--- config.mk ---
export PLATFORM = sky130hd
export DESIGN_NAME = vga_timing_gen
export DESIGN_NICKNAME = d
export VERILOG_FILES = /design/src/rtl/vga_timing_gen.sv
export SDC_FILE = /design/constraint.sdc
export NUM_CORES = 1
export LEC_CHECK = 0
export CORE_MARGIN = 3
export CORE_UTILIZATION = 40
export DETAILED_ROUTE_END_ITERATION = 12
export PLACE_DENSITY = 0.8
export SYNTH_ARGS = -nofsm -noshare
export SYNTH_HDL_FRONTEND = slang
export SYNTH_SLANG_ARGS = --single-unit
--- constraint.sdc ---
create_clock -name Clk -period 1.78 [get_ports Clk]
set_input_delay 0.356 -clock Clk [delete_from_list [all_inputs] [get_ports Clk]]
set_output_delay 0.356 -clock Clk [all_outputs]
set_load 0.03 [all_outputs]
--- src/rtl/vga_timing_gen.sv ---
// vga_timing_gen: 640x480@60 VGA raster timing generator.
// Divides the system clock down to the pixel rate, runs the horizontal and
// vertical raster counters, exports DrawX/DrawY to the color mapper and
// registers the mapper's RGB together with HS/VS/BLANK_N so that every DAC
// signal changes on the same pixel boundary (one pixel of latency).
// Optional feature: define VGA_FRAME_CNT_EN to add a 16-bit frame_count port.

module vga_timing_gen #(
  parameter int H_VISIBLE = 640,
  parameter int H_FP      = 16,
  parameter int H_SYNC    = 96,
  parameter int H_BP      = 48,
  parameter int V_VISIBLE = 480,
  parameter int V_FP      = 10,
  parameter int V_SYNC    = 2,
  parameter int V_BP      = 33,
  parameter int CLK_DIV   = 2
) (
  input  logic       Clk,
  input  logic       Reset,
  input  logic [7:0] Red_in,
  input  logic [7:0] Green_in,
  input  logic [7:0] Blue_in,
  output logic [9:0] DrawX,
  output logic [9:0] DrawY,
  output logic       VGA_CLK,
  output logic       VGA_HS,
  output logic       VGA_VS,
  output logic       VGA_BLANK_N,
  output logic       VGA_SYNC_N,
  output logic [7:0] VGA_R,
  output logic [7:0] VGA_G,
  output logic [7:0] VGA_B,
`ifdef VGA_FRAME_CNT_EN
  output logic [15:0] frame_count,
`endif
  output logic       frame_start,
  output logic       line_start
);

  // Raster geometry; both totals must fit the 10-bit counters.
  localparam int H_TOTAL = H_VISIBLE + H_FP + H_SYNC + H_BP;
  localparam int V_TOTAL = V_VISIBLE + V_FP + V_SYNC + V_BP;

  // Divider width and its decode points (CLK_DIV is at least 2).
  localparam int DIV_W = $clog2(CLK_DIV);
  localparam logic [DIV_W-1:0] DIV_LAST = DIV_W'(CLK_DIV - 1);
  localparam logic [DIV_W-1:0] DIV_HALF = DIV_W'(CLK_DIV / 2);
  localparam logic [DIV_W-1:0] DIV_ONE  = DIV_W'(1);

  // Counter decode points, pre-sized to the counter width.
  localparam logic [9:0] H_LAST     = 10'(H_TOTAL - 1);
  localparam logic [9:0] V_LAST     = 10'(V_TOTAL - 1);
  localparam logic [9:0] H_VIS_END  = 10'(H_VISIBLE);
  localparam logic [9:0] V_VIS_END  = 10'(V_VISIBLE);
  localparam logic [9:0] HS_START   = 10'(H_VISIBLE + H_FP);
  localparam logic [9:0] HS_END     = 10'(H_VISIBLE + H_FP + H_SYNC);
  localparam logic [9:0] VS_START   = 10'(V_VISIBLE + V_FP);
  localparam logic [9:0] VS_END     = 10'(V_VISIBLE + V_FP + V_SYNC);

  // Pixel-rate divider and the registered pixel clock.
  logic [DIV_W-1:0] div_q, div_d;
  logic             vga_clk_q, vga_clk_d;

  // Raster position of the pixel currently presented to the color mapper.
  logic [9:0] hc_q, hc_d;
  logic [9:0] vc_q, vc_d;

  // Output stage: everything here describes the previous pixel.
  logic [7:0] red_q, red_d;
  logic [7:0] green_q, green_d;
  logic [7:0] blue_q, blue_d;
  logic       blank_n_q, blank_n_d;
  logic       hs_q, hs_d;
  logic       vs_q, vs_d;

  // Decoded conditions on the current pixel.
  logic pix_en;
  logic h_wrap;
  logic v_wrap;
  logic visible;
  logic hs_active;
  logic vs_active;

  assign pix_en    = (div_q == DIV_LAST);
  assign h_wrap    = (hc_q == H_LAST);
  assign v_wrap    = (vc_q == V_LAST);
  assign visible   = (hc_q < H_VIS_END) && (vc_q < V_VIS_END);
  assign hs_active = (hc_q >= HS_START) && (hc_q < HS_END);
  assign vs_active = (vc_q >= VS_START) && (vc_q < VS_END);

  // Divider wraps on pix_en; VGA_CLK is high for the second half of each pixel
  // so its falling edge coincides with the output-stage update.
  always_comb begin
    div_d     = pix_en ? '0 : (div_q + DIV_ONE);
    vga_clk_d = (div_d >= DIV_HALF);
  end

  // Divider and pixel-clock registers.
  always_ff @(posedge Clk or posedge Reset) begin
    if (Reset) begin
      div_q     <= '0;
      vga_clk_q <= 1'b0;
    end else begin
      div_q     <= div_d;
      vga_clk_q <= vga_clk_d;
    end
  end

  // Horizontal counter steps every pixel; vertical counter steps on line wrap.
  always_comb begin
    hc_d = hc_q;
    vc_d = vc_q;
    if (pix_en) begin
      if (h_wrap) begin
        hc_d = '0;
        vc_d = v_wrap ? '0 : (vc_q + 10'd1);
      end else begin
        hc_d = hc_q + 10'd1;
      end
    end
  end

  // Raster counter registers.
  always_ff @(posedge Clk or posedge Reset) begin
    if (Reset) begin
      hc_q <= '0;
      vc_q <= '0;
    end else begin
      hc_q <= hc_d;
      vc_q <= vc_d;
    end
  end

  // Output stage captures the current pixel's colour and syncs in one shot so
  // RGB, blanking and syncs all carry the same pixel on the DAC bus.
  always_comb begin
    red_d     = red_q;
    green_d   = green_q;
    blue_d    = blue_q;
    blank_n_d = blank_n_q;
    hs_d      = hs_q;
    vs_d      = vs_q;
    if (pix_en) begin
      red_d     = visible ? Red_in   : 8'h00;
      green_d   = visible ? Green_in : 8'h00;
      blue_d    = visible ? Blue_in  : 8'h00;
      blank_n_d = visible;
      hs_d      = ~hs_active;
      vs_d      = ~vs_active;
    end
  end

  // Output-stage registers; syncs idle high, video idles blanked and black.
  always_ff @(posedge Clk or posedge Reset) begin
    if (Reset) begin
      red_q     <= 8'h00;
      green_q   <= 8'h00;
      blue_q    <= 8'h00;
      blank_n_q <= 1'b0;
      hs_q      <= 1'b1;
      vs_q      <= 1'b1;
    end else begin
      red_q     <= red_d;
      green_q   <= green_d;
      blue_q    <= blue_d;
      blank_n_q <= blank_n_d;
      hs_q      <= hs_d;
      vs_q      <= vs_d;
    end
  end

  // Strobes mark the clock whose edge moves the raster to a new line/frame.
  // pix_en is low throughout reset, so both are low there as well.
  assign line_start  = pix_en && h_wrap;
  assign frame_start = line_start && v_wrap;

`ifdef VGA_FRAME_CNT_EN
  logic [15:0] frame_cnt_q, frame_cnt_d;

  // Free-running frame counter for game logic; wraps naturally at 16 bits.
  always_comb begin
    frame_cnt_d = frame_start ? (frame_cnt_q + 16'd1) : frame_cnt_q;
  end

  // Frame counter register.
  always_ff @(posedge Clk or posedge Reset) begin
    if (Reset) begin
      frame_cnt_q <= 16'h0000;
    end else begin
      frame_cnt_q <= frame_cnt_d;
    end
  end

  assign frame_count = frame_cnt_q;
`endif

  assign DrawX       = hc_q;
  assign DrawY       = vc_q;
  assign VGA_CLK     = vga_clk_q;
  assign VGA_HS      = hs_q;
  assign VGA_VS      = vs_q;
  assign VGA_BLANK_N = blank_n_q;
  assign VGA_SYNC_N  = 1'b0;
  assign VGA_R       = red_q;
  assign VGA_G       = green_q;
  assign VGA_B       = blue_q;

endmodule
== Word level (Yosys, flattened, before mapping) ==
Cells that the tools add are included.

* Add/sub/neg operators: 3
* Multiply operators: 0
* Div/mod/pow operators: 0
* Magnitude comparators: 7
* Eq/ne operators: 2
* Shift-type cells: 0
* Muxes and demuxes: 6
* Bitwise gates (word level): 2
* Reduce and logical (&&, ||, !) cells: 6

{| class="wikitable"
|+ Operators with widths
! operator !! count
|-
| two-way mux 8 bit || 3
|-
| adder 10 x 1 -> 10 bit, second input constant || 2
|-
| equality test 10 bit, second input constant || 2
|-
| less-than comparator 10 bit, second input constant || 2
|-
| less-than comparator 10 x 9 -> 1 bit, second input constant || 2
|-
| two-way mux 10 bit || 2
|-
| >= comparator 10 bit, second input constant || 1
|-
| >= comparator 10 x 9 -> 1 bit, second input constant || 1
|-
| logical AND 1 bit || 5
|-
| NOT 1 bit || 2
|-
| AND reduction 2 bit || 1
|-
| adder 1 bit, second input constant || 1
|-
| >= comparator 1 bit, second input constant || 1
|-
| two-way mux 1 bit || 1
|}

* Flip-flop bits (word level): 49
* Bits in latches: 0
* Memory bits (writable): 0
* ROM bits: 0
* Output and inout port bits: 51
* Logic and storage cells: 36
* Memories kept: 0

== Logic depth before layout (Yosys ltp) ==
Gate-level depths: netlist of the first run.

* Depth in word-level cells: 3
* Gate-level depth with buffers: 7

== Worst setup path after synthesis of the first run ==
OpenSTA, ideal clock, no wires.

* Path kind: register -> output
* Start: register hc_q[0] (netlist: DrawX[0])
* End: output frame_start
* Arrival: 1.866 ns
* Data required time: 1.424 ns
* Slack: -0.442 ns
* Stages on the path, launching flop included: 7
* Path buffers: 1
* Cell sequence: dfrtp_1 -> ha_1 -> nand4_2 -> nand3b_4 -> inv_1 -> buf_2 -> and2_1

* Longest elaborated chain between the ends: 3

{| class="wikitable"
|+ RTL lines
! what !! RTL line !! source
|-
| from (decl) || 66 || <nowiki>logic [9:0] hc_q, hc_d;</nowiki>
|-
| from (signal assigned) || 127 || <nowiki>hc_q <= '0;</nowiki>
|-
| from (signal assigned) || 130 || <nowiki>hc_q <= hc_d;</nowiki>
|-
| equality test 10 bit || 86 || <nowiki>assign h_wrap = (hc_q == H_LAST);</nowiki>
|-
| logical AND 1 bit || 175 || <nowiki>assign line_start = pix_en && h_wrap;</nowiki>
|-
| net line_start || 38 || <nowiki>output logic line_start</nowiki>
|-
| logical AND 1 bit || 176 || <nowiki>assign frame_start = line_start && v_wrap;</nowiki>
|-
| to (decl) || 37 || <nowiki>output logic frame_start,</nowiki>
|}

The timed path passes the listed nets, and every way through them passes these cells.

== Final worst setup path of the first run ==
* Start: register vc_q[6] (netlist: DrawY[6])
* End: output frame_start

* Longest elaborated chain between the ends: 2

{| class="wikitable"
|+ RTL lines
! what !! RTL line !! source
|-
| from (decl) || 67 || <nowiki>logic [9:0] vc_q, vc_d;</nowiki>
|-
| from (signal assigned) || 131 || <nowiki>vc_q <= vc_d;</nowiki>
|-
| equality test 10 bit || 87 || <nowiki>assign v_wrap = (vc_q == V_LAST);</nowiki>
|-
| logical AND 1 bit || 176 ||
|}

Every way passes these cells.

==> results of run 1 <==
Yosys cell counts (2+ instances only):
cell type / n / area share (%)
dfrtp_1: 46 / 55
a22o_1: 24 / 10
nor2_1: 11 / 2.0
inv_1: 8 / 1.4
nand2_1: 6 / 1.1
nand3_1: 6 / 1.4
xnor2_1: 6 / 2.5
o21ai_0: 5 / 1.2
buf_2: 4 / 0.96
clkbuf_1: 4 / 0.72
ha_1: 4 / 2.4
nand4_1: 4 / 1.2
nor3_1: 4 / 0.96
xor2_1: 4 / 1.7
a21o_1: 3 / 1.1
a21oi_1: 2 / 0.48
a31oi_1: 2 / 0.60
dfstp_2: 2 / 2.5
mux2_2: 2 / 1.1
through the flow:
stage	hold slack, ns	util (%)	instance area [um^2]	power (W)	TNS, ns
after detailed placement	0.4732	62.56	3053	0.001384	0
after CTS	0.3410	65.67	3204	0.002169	-0.1964
after floorplan	0.4844	-	2140	0.001253	-0.05517
after global placement	0.4638	62.56	3053	0.001379	0
after global routing	0.3771	66.18	3229	0.002223	-0.3416
final	0.3449	66.18	3229	0.002144	-0.2377
path summary, 6_finish.rpt:
check	startpoint	to	slack, ns
setup / recovery	DrawY[6]	frame_start	-0.24
hold / removal	Reset	DrawY[0]	0.34
setup reg to reg	DrawX[1]	DrawY[5]	0.06
hold reg to reg	VGA_VS	VGA_VS	0.49
max in group asynchronous	Reset	VGA_HS	0.92
min in group Clk	VGA_VS	VGA_VS	0.49
timing repair:
action | CTS | global route
gates resized for setup | 32 | 4
pin swaps | 3 | 1
hold buffers | 0 | 0
setup buffers | 6 | 4
endpoints found under the setup margin | 25 | 5
metal layers:
layer | GRT usage [%] | wire (um) | up-vias
met1 | 23.48 | 2281 | 843
met2 | 29.54 | 2665 | 47
met3 | 3.555 | 224 | 9
li1 | - | - | 818
met4 | 8.392 | 110 | 0
met5 | 0 | 0 | -
sequential cells by signal (all words and copies together) (netlist names):
signal and count:
VGA_G 8, DrawX 10, VGA_B 8, VGA_VS 1, div_q 1, VGA_R 8
VGA_BLANK_N 1, DrawY 10, VGA_HS 1
cells by family after synthesis:
logic type | count (synthesis) | synth area share, %
flip-flops | 48 | 57.71
AND/OR/NAND/NOR | 47 | 14.10
AO/OA/AOI/OAI | 40 | 15.24
buffers and inverters | 19 | 3.839
XOR/XNOR | 11 | 4.979
adder cells (fa/ha/maj) | 4 | 2.400
multiplexers | 3 | 1.560
other | 1 | 0.1798
power breakdown:
group	internal [W]	leakage (nW)	switching, W
Sequential	0.00112	0.578	0.0000158
Clock	0.000417	0.0552	0.000366
Combinational	0.000117	0.894	0.000109
cell type report:
type	count	area (um^2)	share of cell area, %
clock inverters	2	35.03	1.085
inverters	9	38.79	1.201
repair buffers	100	924.6	28.63
flip-flops and latches	48	1214	37.58
well taps	67	83.83	2.596
multi-input cells	106	860.8	26.66
clock buffers	6	72.57	2.247
==> results.py, run 1 <==
metrics = {
    "setup_path": {
        "start_kind": "flop",
        "critPathMaxFanout": 2,
        "slowest_stage": "dfrtp_2",
        "cp_slowest_stage_delay_ns": 0.41,
        "path_class": "flop to output pin",
        "crit_buf_inv": 1,
        "r2r_cells": 6,
        "crit_family": "simple AND/OR/NAND/NOR gates",
        "crit_arrival_ns": 1.66,
        "crit_path_cell_trace": "or3_4 -> nor4_4 -> and2_4 -> buf_6",
        "cp-end-kind": "output pin",
        "required_ns": 1.42,
        "cp.depth": 4,
    },
    "finish": {
        "layout_common_cells": "50 x clkdlybuf4s50_1, 38 x dfrtp_1, 24 x a22o_1, 24 x buf_4, 23 x dlygate4sd2_1",
        "layout.cells.non_filler": 338,
        "drive_gt1_share_pct": 24.72,
        "nFillCells": 398,
        "final_common_cell": "clkdlybuf4s50_1",
        "syn2layout_area_growth_pct": 54.83,
        "nets": 300,
        "antenna_cells": 0,
    },
    "pwr": {
        "peakVddDrop_v": 0.0004188,
        "p_leak_nw": 1.527,
        "power_density_nw_per_um2": 663.8,
    },
    "grt": {
        "antenna_found_initial": 0,
        "grt_pass1_vias": 1749,
        "grt_max_degree": 27,
        "grt_util_all_layers_pct": 18.19,
        "grt_remaining_overflow": 0,
        "grt_pass1_wl_um": 8728,
    },
    "timing": {
        "min_period_ns": 2.018,
        "rsz0062_at_grt": "yes",
        "fin_ws_ns": -0.2377,
        "max_freq_mhz": 495.6,
        "period_share_pct": 113.4,
        "finalSetupViolCount": 1,
        "drv_slew": 0,
        "clock_skew_ns": 0.005900,
        "finalHoldViolCount": 0,
    },
    "logic_synthesis": {
        "syn_nets": 203,
        "synth_ff_type": "dfrtp_1",
        "synthCells": 173,
        "synth-edff-count": 0,
        "synthDistinctLibCells": 45,
        "ys_async_sr_fraction_pct": 100.0,
        "yosysSeqAreaShare_pct": 57.71,
        "ys_seq_elements": 48,
        "ys_warn_count": 0,
        "synth_area_per_cell_um2": 12.06,
        "synth_area_um2": 2086,
    },
    "cts": {
        "root_buffer": "clkbuf_8",
        "cts_htree_levels": 2,
        "clockBufferDepth": 2,
        "cts_buffers": 5,
        "clk_pin_slew_ns": 0.09,
        "cts_sinks": 48,
        "cts_tree": "yes",
        "clock_latency_ns": 0.30,
    },
    "floorplan": {
        "dieArea_um2": 6117,
        "die_x_um": 78.21,
        "coreArea_um2": 4880,
        "ioPinCount": 77,
        "rows": 25,
        "initial_utilization_pct": 42.74,
        "die_h_um": 78.21,
    },
    "outcome": {
        "status": "complete, but fails checks",
        "violations": "setup timing",
    },
    "drt": {
        "first_iter_violations": 90,
        "wl_per_cell_um": 15.62,
        "final_antenna_net_count": 0,
        "wirelength_um": 5281,
        "drt_drc_violations_left": 0,
        "routed_via_density": 5.080,
        "vias": 1717,
        "first_pass_iters": 4,
    },
    "place": {
        "dp_hpwl_um": 3725,
        "place_congestion": 0.8095,
        "dp.cells": 322,
        "port-buffer-count": 75,
        "dp_slack_ns": 0.09351,
    },
    "flow_run": {
        "max_cap_viol_count": 0,
    },
    "worst_hold_path": {
        "hp-class": "input pin to asynchronous set/reset pin",
    },
}
Power figures use the tool's default switching activity.
==> run 2, diff against run 1 <==
--- a/config.mk
+++ b/config.mk
@@ -5,9 +5,12 @@
 export SDC_FILE = /design/constraint.sdc
 export NUM_CORES = 1
 export LEC_CHECK = 0
+export CAP_MARGIN = 20
+export CORE_ASPECT_RATIO = 0.6
 export CORE_MARGIN = 3
 export CORE_UTILIZATION = 40
 export DETAILED_ROUTE_END_ITERATION = 12
+export GPL_TIMING_DRIVEN = 0
 export PLACE_DENSITY = 0.8
 export SYNTH_ARGS = -nofsm -noshare
 export SYNTH_HDL_FRONTEND = slang
==> results.py, run 2 (synthesis results as in run 1) <==
metrics = {
    "outcome": {
        "status": "complete, but fails checks",
        "violations": "setup timing",
    },
    "drt": {
        "drt_drc_violations_left": 0,
        "first_iter_violations": 85,
        "vias": 1759,
        "wirelength_um": 5632,
        "first_pass_iters": 4,
        "wl_per_cell_um": 17.02,
        "routed_via_density": 5.314,
        "final_antenna_net_count": 0,
    },
    "floorplan": {
        "die_h_um": 61.94,
        "coreArea_um2": 4802,
        "die_x_um": 99.23,
        "dieArea_um2": 6146,
        "rows": 19,
        "initial_utilization_pct": 43.43,
        "ioPinCount": 77,
    },
    "grt": {
        "grt_remaining_overflow": 0,
        "grt_pass1_vias": 1748,
        "grt_pass1_wl_um": 9039,
        "grt_util_all_layers_pct": 19.23,
        "antenna_found_initial": 0,
        "grt_max_degree": 30,
    },
    "setup_path": {
        "cp_slowest_stage_delay_ns": 0.39,
        "required_ns": 1.42,
        "start_kind": "flop",
        "critPathMaxFanout": 2,
        "reg2reg_slack_ns": -0.03,
        "crit_path_cell_trace": "inv_2 -> ha_4 -> nand4_1 -> nor4_4 -> and2_4 -> buf_6",
        "r2r-start": "DrawY[1]",
        "cp-end-kind": "output pin",
        "rr_endpoint": "DrawY[3]",
        "crit_arrival_ns": 1.66,
        "path_class": "flop to output pin",
        "slowest_stage": "dfrtp_1",
        "r2r_cells": 8,
    },
    "finish": {
        "nets": 297,
        "syn2layout_area_growth_pct": 54.65,
        "drive_gt1_share_pct": 23.51,
        "final_common_cell": "clkdlybuf4s50_1",
        "antenna_cells": 0,
        "nFillCells": 390,
        "layout_common_cells": "52 x clkdlybuf4s50_1, 39 x dfrtp_1, 24 x a22o_1",
        "finalCoreUtilization_pct": 67.17,
    },
    "worst_hold_path": {
        "hp-class": "input pin to asynchronous set/reset pin",
    },
    "pwr": {
        "p_leak_nw": 1.519,
        "power_density_nw_per_um2": 670.7,
        "peakVddDrop_v": 0.0004738,
    },
    "cts": {
        "root_buffer": "clkbuf_8",
        "clockBufferDepth": 2,
        "clk_pin_slew_ns": 0.10,
        "cts_buffers": 5,
        "clock_latency_ns": 0.30,
        "cts_htree_levels": 2,
        "cts_tree": "yes",
        "cts_sinks": 48,
        "cts_hold_buf": 0,
    },
    "place": {
        "dp_hpwl_um": 4014,
        "dp_slack_ns": -0.6801,
        "place_congestion": 0.7571,
        "port-buffer-count": 75,
    },
    "timing": {
        "fin_ws_ns": -0.2330,
        "finalHoldViolCount": 0,
        "rsz0062_at_grt": "yes",
        "setup-tns-final_ns": -0.2627,
        "clock_skew_ns": 0.008293,
        "finalSetupViolCount": 2,
        "max_freq_mhz": 496.8,
        "drv_slew": 0,
        "min_period_ns": 2.013,
        "period_share_pct": 113.1,
    },
    "flow_run": {
        "max_cap_viol_count": 0,
    },
}
run 2: through the flow:
step / instance area [um^2] / power (W) / cells / hold WS (ns)
2_1_floorplan: 2140 / 0.001253 / 173 / 0.4844
3_3_place_gp: 2969 / 0.001374 / 311 / 0.4625
3_5_place_dp: 2989 / 0.001384 / 312 / 0.4683
4_1_cts: 3221 / 0.002191 / 335 / 0.3839
5_1_grt: 3226 / 0.002254 / 331 / 0.4044
6_report: 3226 / 0.002163 / 331 / 0.3736
run 2: what timing repair did:
action                     in CTS  in global routing
pin swaps                       6                  1
gates cloned                    0                  0
gates resized for setup        45                 12
setup buffers                  15                  1
setup endpoints to repair      26                 35
run 2: worst max-delay path by stage:
stage | to | slack (ns) | from | depth (start not counted)
3_3_place_gp | DrawX[1] | -0.78 | Reset | 2
2_1_floorplan | frame_start | -0.06 | DrawY[6] | 3
4_1_cts | frame_start | -0.20 | DrawY[6] | 4
3_5_place_dp | frame_start | -0.68 | DrawY[0] | 6
6_report | frame_start | -0.23 | DrawY[1] | 6
5_1_grt | frame_start | -0.30 | DrawY[0] | 6
run 2: layout make-up:
class | count | area, um^2 | share of cell area [%]
Tap cell | 63 | 78.83 | 2.444
Inverter | 9 | 40.04 | 1.241
Buffer | 8 | 45.04 | 1.396
Sequential cell | 48 | 1212 | 37.59
Clock buffer | 5 | 68.82 | 2.133
Timing Repair Buffer | 89 | 859.6 | 26.65
Clock inverter | 3 | 46.29 | 1.435
Multi-Input combinational cell | 106 | 874.6 | 27.11
run 2: critical path: cells and delay by family, from the launching register on:
family | cells | cell delay [ns]
DFF | 1 | 0.39
and+or+nand+nor | 3 | 0.64
buffers and inverters | 2 | 0.20
adders and majority gates | 1 | 0.12
run 2: power breakdown:
part / internal, W / leakage [nW] / total (W) / switching (W)
Sequential: 0.00112 / 0.579 / 0.00113 / 0.0000158
Combinational: 0.000118 / 0.885 / 0.000227 / 0.000109
Clock: 0.000423 / 0.0548 / 0.000804 / 0.000380
Total: 0.00166 / 1.52 / 0.00216 / 0.000505
run 2: metal layers:
layer,global-route usage (%),vias to the layer above,share of wire (%)
li1,-,816,-
met1,29.40,876,50
met2,28.15,65,43
met3,4.013,2,6.7
met4,4.475,0,0.34
met5,0,-,0
==> run 3, diff against run 2 <==
--- a/config.mk
+++ b/config.mk
@@ -6,9 +6,10 @@
 export NUM_CORES = 1
 export LEC_CHECK = 0
 export CAP_MARGIN = 20
-export CORE_ASPECT_RATIO = 0.6
+export CORE_ASPECT_RATIO = 2
 export CORE_MARGIN = 3
 export CORE_UTILIZATION = 40
+export CTS_BUF_LIST = sky130_fd_sc_hd__clkbuf_16
 export DETAILED_ROUTE_END_ITERATION = 12
 export GPL_TIMING_DRIVEN = 0
 export PLACE_DENSITY = 0.8
==> results.py, run 3 (synthesis results as in run 1) <==
metrics = {
    "timing": {
        "clock_skew_ns": 0.003518,
        "drv_slew": 0,
        "rsz0062_at_grt": "yes",
        "timing.hold.ws_ns": 0.3747,
        "finalHoldViolCount": 0,
        "finalSetupViolCount": 2,
        "tightestPinTransition_ns": 0.4911,
        "setup-tns-final_ns": -0.3231,
        "max_freq_mhz": 487.8,
        "timing.slew.headroom_pct": 67.01,
        "min_period_ns": 2.050,
        "period_share_pct": 115.2,
        "fin_ws_ns": -0.2700,
    },
    "finish": {
        "syn2layout_area_growth_pct": 58.07,
        "antenna_cells": 0,
        "drive_gt1_share_pct": 24.54,
        "final_common_cell": "clkdlybuf4s50_1",
        "layout_common_cells": "52 x clkdlybuf4s50_1, 38 x dfrtp_1, 24 x a22o_1",
        "nFillCells": 403,
        "layout.cells.non_filler": 330,
        "nets": 302,
        "finalCoreUtilization_pct": 66.54,
    },
    "setup_path": {
        "crit_arrival_ns": 1.69,
        "critPathMaxFanout": 3,
        "r2r_cells": 5,
        "crit_buf_inv": 1,
        "cp_slowest_stage_delay_ns": 0.42,
        "path_class": "flop to output pin",
        "rr_endpoint": "DrawY[3]",
        "crit_family": "simple AND/OR/NAND/NOR gates",
        "crit_path_cell_trace": "or3_4 -> nor4_4 -> and2_4 -> buf_6",
        "cp-end-kind": "output pin",
        "r2r-start": "DrawY[6]",
        "start_kind": "flop",
        "required_ns": 1.42,
        "slowest_stage": "dfrtp_2",
        "reg2reg_slack_ns": 0.01,
    },
    "outcome": {
        "status": "complete, but fails checks",
        "violations": "setup timing",
    },
    "place": {
        "dp_hpwl_um": 3912,
        "dp.cells": 306,
        "dp_slack_ns": -0.6824,
        "port-buffer-count": 75,
        "place_congestion": 0.7641,
    },
    "floorplan": {
        "die_x_um": 57.06,
        "ioPinCount": 77,
        "dieArea_um2": 6169,
        "initial_utilization_pct": 42.10,
        "coreArea_um2": 4955,
        "die_h_um": 108.1,
        "rows": 36,
    },
    "drt": {
        "drt_drc_violations_left": 0,
        "wl_per_cell_um": 17.89,
        "first_pass_iters": 4,
        "final_antenna_net_count": 0,
        "first_iter_violations": 73,
        "vias": 1787,
        "routed_via_density": 5.415,
        "wirelength_um": 5903,
    },
    "cts": {
        "cts_htree_levels": 2,
        "cts_buffers": 5,
        "clock_latency_ns": 0.29,
        "root_buffer": "clkbuf_16",
        "cts_sinks": 48,
        "clk_pin_slew_ns": 0.07,
        "cts_tree": "yes",
        "clockBufferDepth": 2,
    },
    "grt": {
        "grt_pass1_wl_um": 9211,
        "grt_util_all_layers_pct": 19.78,
        "grt_remaining_overflow": 0,
        "antenna_found_initial": 0,
        "grt_max_degree": 32,
        "grt_pass1_vias": 1834,
    },
    "pwr": {
        "p_seq_share_pct": 46.8,
        "peakVddDrop_v": 0.0006867,
        "p_leak_nw": 1.573,
        "power_density_nw_per_um2": 735.0,
        "switching_share_pct": 21.93,
        "p_int_w": 0.001892,
        "power_frac_comb_pct": 9.4,
        "p_switching_w": 0.0005314,
        "clkPwrFrac_pct": 43.8,
    },
    "flow_run": {
        "max_cap_viol_count": 0,
    },
    "worst_hold_path": {
        "hp-class": "input pin to asynchronous set/reset pin",
    },
}
## run 3: through the flow
| step | cell area (um^2) | total power [W] |
|---|---|---|
| 5_1_grt | 3297 | 0.002508 |
| 3_5_place_dp | 2982 | 0.001385 |
| 4_1_cts | 3257 | 0.002455 |
| 2_1_floorplan | 2140 | 0.001253 |
| 3_3_place_gp | 2962 | 0.001374 |
| 6_report | 3297 | 0.002423 |
## run 3: worst max path at each step
stage                        endpoint     start  slack, ns  cells after the start
after floorplan           frame_start  DrawY[6]      -0.06                      3
after global placement       DrawX[7]     Reset      -0.83                      2
after detailed placement  frame_start  DrawY[6]      -0.68                      4
after CTS                 frame_start  DrawY[0]      -0.25                      6
after global routing      frame_start  DrawY[6]      -0.35                      4
final                     frame_start  DrawY[6]      -0.27                      4
## run 3: area by class of cell
type	count	area (um^2)	area share, %
Sequential cell	48	1214	36.81
Timing Repair Buffer	93	898.4	27.25
Multi-Input combinational cell	106	857.1	26.00
Clock buffer	5	125.1	3.795
Tap cell	57	71.32	2.163
Buffer	9	52.55	1.594
Inverter	9	40.04	1.214
Clock inverter	3	38.79	1.176
## run 3: repair_timing
action                                  4_1_cts  5_1_grt
gates cloned                                  0        0
pin swaps                                     3        1
endpoints found under the setup margin       18       18
setup buffers                                14        3
gates resized for setup                      43       12
hold buffers                                  0        0
## run 3: per-layer routing
layer | up-vias | track usage [%] | part of all wire, %
li1 | 822 | - | -
met1 | 883 | 20.47 | 34
met2 | 74 | 37.23 | 59
met3 | 8 | 4.421 | 4.9
met4 | 0 | 7.960 | 1.9
met5 | - | 0 | 0
## run 3: power by group through the flow
stage                     clock network, W  logic (W)  registers, W
after floorplan                          0  0.0000431       0.00121
after global placement                   0   0.000221       0.00115
after detailed placement                 0   0.000230       0.00115
after CTS                          0.00109   0.000231       0.00113
after global routing               0.00113   0.000240       0.00114
final                              0.00106   0.000227       0.00113
